## src/rtl/fft_sdf_ctrl.sv

```systemverilog
// Control sequencer for a radix-2^2 SDF FFT built from cascaded bfii stages:
// stage controls, inter-stage twiddle exponents, output framing and end-of-stream flush.
module fft_sdf_ctrl #(
   parameter int N_POINTS  = 16,
   parameter int NUM_ST    = 2,
   parameter int STAGE_LAT = 1,
   parameter int CNT_W     = $clog2(N_POINTS)
) (
   input  logic                          clk,
   input  logic                          rst,
   input  logic                          in_valid,
   input  logic                          in_sof,
   output logic                          in_ready,
   output logic                          st_en,
   output logic [NUM_ST-1:0]             st_c1,
   output logic [NUM_ST-1:0]             st_c2,
   output logic                          zero_ins,
   output logic [(NUM_ST-1)*CNT_W-1:0]   tw_exp,
   output logic                          out_valid,
   output logic                          out_sof,
   output logic                          out_eof,
   output logic [CNT_W-1:0]              out_idx,
   output logic                          busy,
   output logic                          err_sof
);

   localparam int LAT = (N_POINTS - 1) + NUM_ST * STAGE_LAT;
   localparam int FW  = $clog2(LAT + 1);

   typedef enum logic [1:0] {IDLE, FILL, RUN, FLUSH} state_t;

   state_t           state_q, state_d;
   logic [CNT_W-1:0] in_cnt_q, in_cnt_d;
   logic [CNT_W-1:0] out_cnt_q, out_cnt_d;
   logic [FW-1:0]    fill_cnt_q, fill_cnt_d;
   logic [FW-1:0]    flush_cnt_q, flush_cnt_d;
   logic             sof_in, active, wrap_flush, flush_now, acc, sof_err;
   logic             fill_done, en, ov, busy_w;

   function automatic logic [CNT_W-1:0] bitrev(input logic [CNT_W-1:0] v);
      logic [CNT_W-1:0] r;
      for (int i = 0; i < CNT_W; i++) r[i] = v[CNT_W-1-i];
      return r;
   endfunction

   function automatic logic [CNT_W-1:0] tw_calc(input logic [CNT_W-1:0] k, input int s);
      int mw, m, q, b, r;
      mw = CNT_W - 2 * s;
      m  = int'(k) & ((1 << mw) - 1);
      q  = m >> (mw - 2);
      b  = m & ((1 << (mw - 2)) - 1);
      case (q)
         0:       r = 0;
         1:       r = 2;
         2:       r = 1;
         default: r = 3;
      endcase
      return CNT_W'((r * b * (1 << (2 * s))) % N_POINTS);
   endfunction

   always_ff @(posedge clk) begin
      if (rst) begin
         state_q     <= IDLE;
         in_cnt_q    <= '0;
         out_cnt_q   <= '0;
         fill_cnt_q  <= '0;
         flush_cnt_q <= '0;
      end else begin
         state_q     <= state_d;
         in_cnt_q    <= in_cnt_d;
         out_cnt_q   <= out_cnt_d;
         fill_cnt_q  <= fill_cnt_d;
         flush_cnt_q <= flush_cnt_d;
      end
   end

   always_comb begin
      sof_in      = in_valid && in_sof && !rst;
      active      = (state_q == FILL) || (state_q == RUN);
      // A frame boundary without a following sof starts the flush in that same cycle.
      wrap_flush  = active && (in_cnt_q == '0) && !sof_in && !rst;
      flush_now   = ((state_q == FLUSH) && !rst) || wrap_flush;
      acc         = !rst && (((state_q == IDLE) && sof_in) || (active && in_valid && !wrap_flush));
      sof_err     = active && sof_in && (in_cnt_q != '0);
      fill_done   = (fill_cnt_q == FW'(LAT));
      en          = acc || flush_now;
      ov          = en && fill_done && !sof_err;

      state_d     = state_q;
      in_cnt_d    = in_cnt_q;
      out_cnt_d   = out_cnt_q;
      fill_cnt_d  = fill_cnt_q;
      flush_cnt_d = flush_cnt_q;

      if (en) in_cnt_d = in_cnt_q + 1'b1;
      if (en && !fill_done) fill_cnt_d = fill_cnt_q + 1'b1;
      if (ov) out_cnt_d = out_cnt_q + 1'b1;

      case (state_q)
         IDLE: begin
            if (acc) state_d = FILL;
         end
         FILL, RUN: begin
            if (sof_err) begin
               // Realign: restarting the fill count discards the partial frame.
               in_cnt_d   = CNT_W'(1);
               fill_cnt_d = FW'(1);
               out_cnt_d  = '0;
               state_d    = FILL;
            end else if (wrap_flush) begin
               state_d     = FLUSH;
               flush_cnt_d = FW'(1);
            end else if (ov) begin
               state_d = RUN;
            end
         end
         FLUSH: begin
            flush_cnt_d = flush_cnt_q + 1'b1;
            if (flush_cnt_q == FW'(LAT - 1)) begin
               state_d     = IDLE;
               in_cnt_d    = '0;
               out_cnt_d   = '0;
               fill_cnt_d  = '0;
               flush_cnt_d = '0;
            end
         end
         default: state_d = IDLE;
      endcase
   end

   assign busy_w    = (state_q != IDLE);
   assign busy      = busy_w;
   assign in_ready  = (state_q != FLUSH);
   assign st_en     = en;
   assign zero_ins  = flush_now;
   assign out_valid = ov;
   assign out_sof   = ov && (out_cnt_q == '0);
   assign out_eof   = ov && (out_cnt_q == CNT_W'(N_POINTS - 1));
   assign out_idx   = bitrev(out_cnt_q);
   assign err_sof   = sof_err;

   // Stage s sees the sample stream s*STAGE_LAT cycles after stage 0.
   for (genvar s = 0; s < NUM_ST; s++) begin : g_st
      logic [CNT_W-1:0] k_s;
      assign k_s      = in_cnt_q - CNT_W'(s * STAGE_LAT);
      assign st_c2[s] = busy_w && k_s[CNT_W-1-2*s];
      assign st_c1[s] = busy_w && k_s[CNT_W-2-2*s];
   end

   for (genvar s = 0; s < NUM_ST - 1; s++) begin : g_tw
      logic [CNT_W-1:0] k_t;
      assign k_t = in_cnt_q - CNT_W'((s + 1) * STAGE_LAT);
      assign tw_exp[s*CNT_W +: CNT_W] = busy_w ? tw_calc(k_t, s) : '0;
   end

endmodule

```

## config.mk

```make
export PLATFORM = sky130hd
export DESIGN_NAME = fft_sdf_ctrl
export DESIGN_NICKNAME = d
export VERILOG_FILES = /design/src/rtl/fft_sdf_ctrl.sv
export SDC_FILE = /design/constraint.sdc
export NUM_CORES = 1
export LEC_CHECK = 0
export BUFFER_PORTS_ARGS = -buffer_cell sky130_fd_sc_hd__buf_2
export CAP_MARGIN = 20
export CORE_MARGIN = 3
export CORE_UTILIZATION = 45
export DETAILED_ROUTE_END_ITERATION = 10
export PLACE_DENSITY = 0.66
export SYNTH_ARGS = -nofsm -noshare
export SYNTH_HDL_FRONTEND = slang
export SYNTH_SLANG_ARGS = --single-unit
export TNS_END_PERCENT = 100
```

## constraint.sdc

```tcl
create_clock -name clk -period 4.65 [get_ports clk]
set_input_delay 0.465 -clock clk [delete_from_list [all_inputs] [get_ports clk]]
set_output_delay 0.465 -clock clk [all_outputs]
set_load 0.01 [all_outputs]
```

==> reports/qor.csv <==
metric,value,unit
final WL,2860,um
Hold Fails Final Rpt,0,
largest net degree at the start of global routing,16,
Setup Buffers After CTS,0,
"Worst Setup Slack, final",1.51,ns
ys flop type,dfxtp_1,
Worst-path clk slew,0.12,ns
CTS Root Cell,clkbuf_4,
via count,1303,
grt total ovfl,0,
Max Freq,0.319,GHz
maxcap violations,0,
actual slew at the worst max-slew pin,0.662,ns
Worst R2R Path Depth,7,
Cells after Synth,180,
IO Count,24,
fraction of registers with async set/reset,0,
CP Cell Sequence,inv_1 -> ha_1 -> a211oi_1 -> nor3_1 -> a31oi_1 -> nor4b_1 -> buf_2,
Layout Area Growth over Synthesis,11.7,%
Critical Path AT,2.67,ns
first drt pass iteration count,4,
xor-xnor portion of the synthesized cell area,0.0494,
first-pass GRT wire length,4840,um
clk_lat worst skew,0.30,ns
Pint,392,uW
clock buffer depth,2,
critical path type,register to primary output,
slowest CP cell,nor3_1,
Nets,219,
Final Cycle Share,0.675,
largest family of logic cells by synthesized area,simple AND/OR/NAND/NOR gates,
GP Congestion,0.895,
complex-gate fraction of the synthesized area,0.167,
vias per inst,5.38,
CP top delay family,simple AND/OR/NAND/NOR gates,
IO Port Bufs,23,
skew final,0.00518,ns
die area,3860,um2
Max-Slew Margin vs Limit,0.555,
post-route ant nets,0,
pre-CTS setup slack,1.74,ns
"most common cell after layout, fill and taps aside",buf_2,
gr usage total,0.148,
"Seq/Total Area, Yosys",0.282,
Leakage,0.000657,uW
Clock Sinks,20,
Hold Path Class,register to register,
worst path required time,4.18,ns
CP max stage delay,0.57,ns
Reg2Reg Setup Slack,2.13,ns
layout cells sized above 1,0.165,
Logic pwr share,0.544,
beginning of the worst hold path,flush_cnt_q[4]$_SDFFE_PP0P_,
mapped cell area,1420,um2
number of distinct library cells after synthesis,42,
min Tclk post-route,3.14,ns
number of remaining DRC errors,0,
Die Ht,62.1,um
largest cells by area after synthesis,"dfxtp_1 28%, ha_1 12%, nor2_1 5.0%",
Synth Net Count,198,
crit end category,primary output,
switching power,288,uW
"EDFF count, synth",0,
syn_area_per_cell,7.88,um2
core region area,2880,um2
"critical path fanouts, max",9,
hpwl dp,2180,um
CP Launch Type,register,
Hold Path Sink,flush_cnt_q[4]$_SDFFE_PP0P_,
mean routed wirelength per cell,11.8,um
mux share of post-synthesis cell area,0.0141,
highest-count cells in the layout ignoring fill and taps,"24 x buf_2, 20 x dfxtp_1, 19 x nor2_1",
r2r endpoint,out_cnt_q[3]$_SDFF_PP0_,
Final Max Slew Viols,0,
vias in the first global route,1170,
cell taking the most area after synthesis,dfxtp_1,
Sequential Power Share,0.304,
Setup-failing EPs final,0,
hold_buf cts,0,
Sw Ratio,0.424,
First DRT Iteration DRCs,46,
CTS Buf Count,3,
Starting Density,0.493,
Clock Power Share,0.152,
n_diodes,0,
Yosys Warn Count,0,
Power Density,429,nW/um2
cts repair resizes,0,
Post-Synth Adder-Cell Area,0.124,
initial antenna violation count,0,
H-tree level count,1,
Total Neg Setup Slack,0,ns
r2r startpoint,state_q[1]$_SDFFE_PP0P_,
Simple-Gate Fraction of Synth Area,0.285,
RSZ-0062 raised after global routing,false,
DIE WIDTH,62.1,um
Crit path buffers/inverters,2,
row cnt,19,
CTS tree,built,
Synth Register Bits,20,
post-synth top area share,0.282,
status,completed,
Max VDD drop,0.000316,V
worst hold path depth,2,
==> cells in the mapped netlist (all sizes together) (2+ instances only) <==
cell type and number:
nand4 2, a211oi 2, xor2 2, a31o 2, mux2i 2, xnor2 6
ha 14, nand3 7, nor4b 3, or3 5, nor2 20, or4 2
nor4bb 2, clkbuf 3, o211ai 2, buf 5, a21oi 12, o21ai 12
nor2b 9, nand2b 2, dfxtp 20, inv 18, nor3 7, nand2 8
==> metrics by stage <==
stage          cells  hold slack (ns)  power (uW)   util  area [um2]
6_report         242            0.501         679  0.550        1580
5_1_grt          242            0.516         743  0.550        1580
3_5_place_dp     237            0.485         580  0.536        1540
2_1_floorplan    180            0.450         490      -        1420
4_1_cts          241            0.501         687  0.548        1580
3_3_place_gp     237            0.467         577  0.536        1540
==> flip-flops by register name, indices dropped and copies added, names as in the netlist <==
name	flops
in_cnt_q	4
state_q	2
fill_cnt_q	5
out_cnt_q	4
flush_cnt_q	5
==> tightest hold or removal path, cell delays in order (launching register included) <==
cell and delay [ns]:
dfxtp_1 0.33, o21ai_0 0.07, a21oi_1 0.06
==> cell families (layout without fill, tap and decap cells) <==
| kind of cell | count (synthesis) | after routing |
|---|---|---|
| DFF | 20 | 20 |
| and+or+nand+nor | 72 | 72 |
| buffers and inverters | 26 | 46 |
| xor gates and xnor gates | 8 | 8 |
| AOI/OAI and AO/OA | 38 | 38 |
| adders and majority gates | 14 | 14 |
| muxes | 2 | 2 |
==> how the worst max path moves through the flow <==
| stage | start | endpoint | slack (ns) | depth (start not counted) |
|---|---|---|---|---|
| floorplan | state_q[1]$_SDFFE_PP0P_ | out_sof | 2.15 | 7 |
| global placement | fill_cnt_q[0]$_SDFF_PP0_ | out_sof | 1.88 | 6 |
| detailed placement | fill_cnt_q[0]$_SDFF_PP0_ | out_sof | 1.74 | 6 |
| CTS | fill_cnt_q[0]$_SDFF_PP0_ | out_sof | 1.39 | 6 |
| global route | state_q[1]$_SDFFE_PP0P_ | out_sof | 1.14 | 7 |
| finish | state_q[1]$_SDFFE_PP0P_ | out_sof | 1.51 | 7 |
==> power groups by stage <==
stage                     logic, uW  registers [uW]  clock network (uW)
after detailed placement        370             211                   0
after global routing            418             209                 116
final                           369             206                 103
after CTS                       374             207                 106
after global placement          368             209                   0
after floorplan                 284             206                   0
==> per-layer routing <==
metal  global-route usage  share of wire
met5                    0              0
met4               0.0912         0.0095
met3               0.0198          0.042
met2                0.251           0.46
met1                0.177           0.49
==> cell type report <==
class | instances | area [um2]
Clock buffer | 4 | 36.3
Fill cell | 284 | 1290
Inverter | 18 | 67.6
Multi-Input combinational cell | 134 | 906
Sequential cell | 20 | 400
Tap cell | 42 | 52.6
Timing Repair Buffer | 24 | 120
Note: power is estimated with default switching activity, not from simulation.
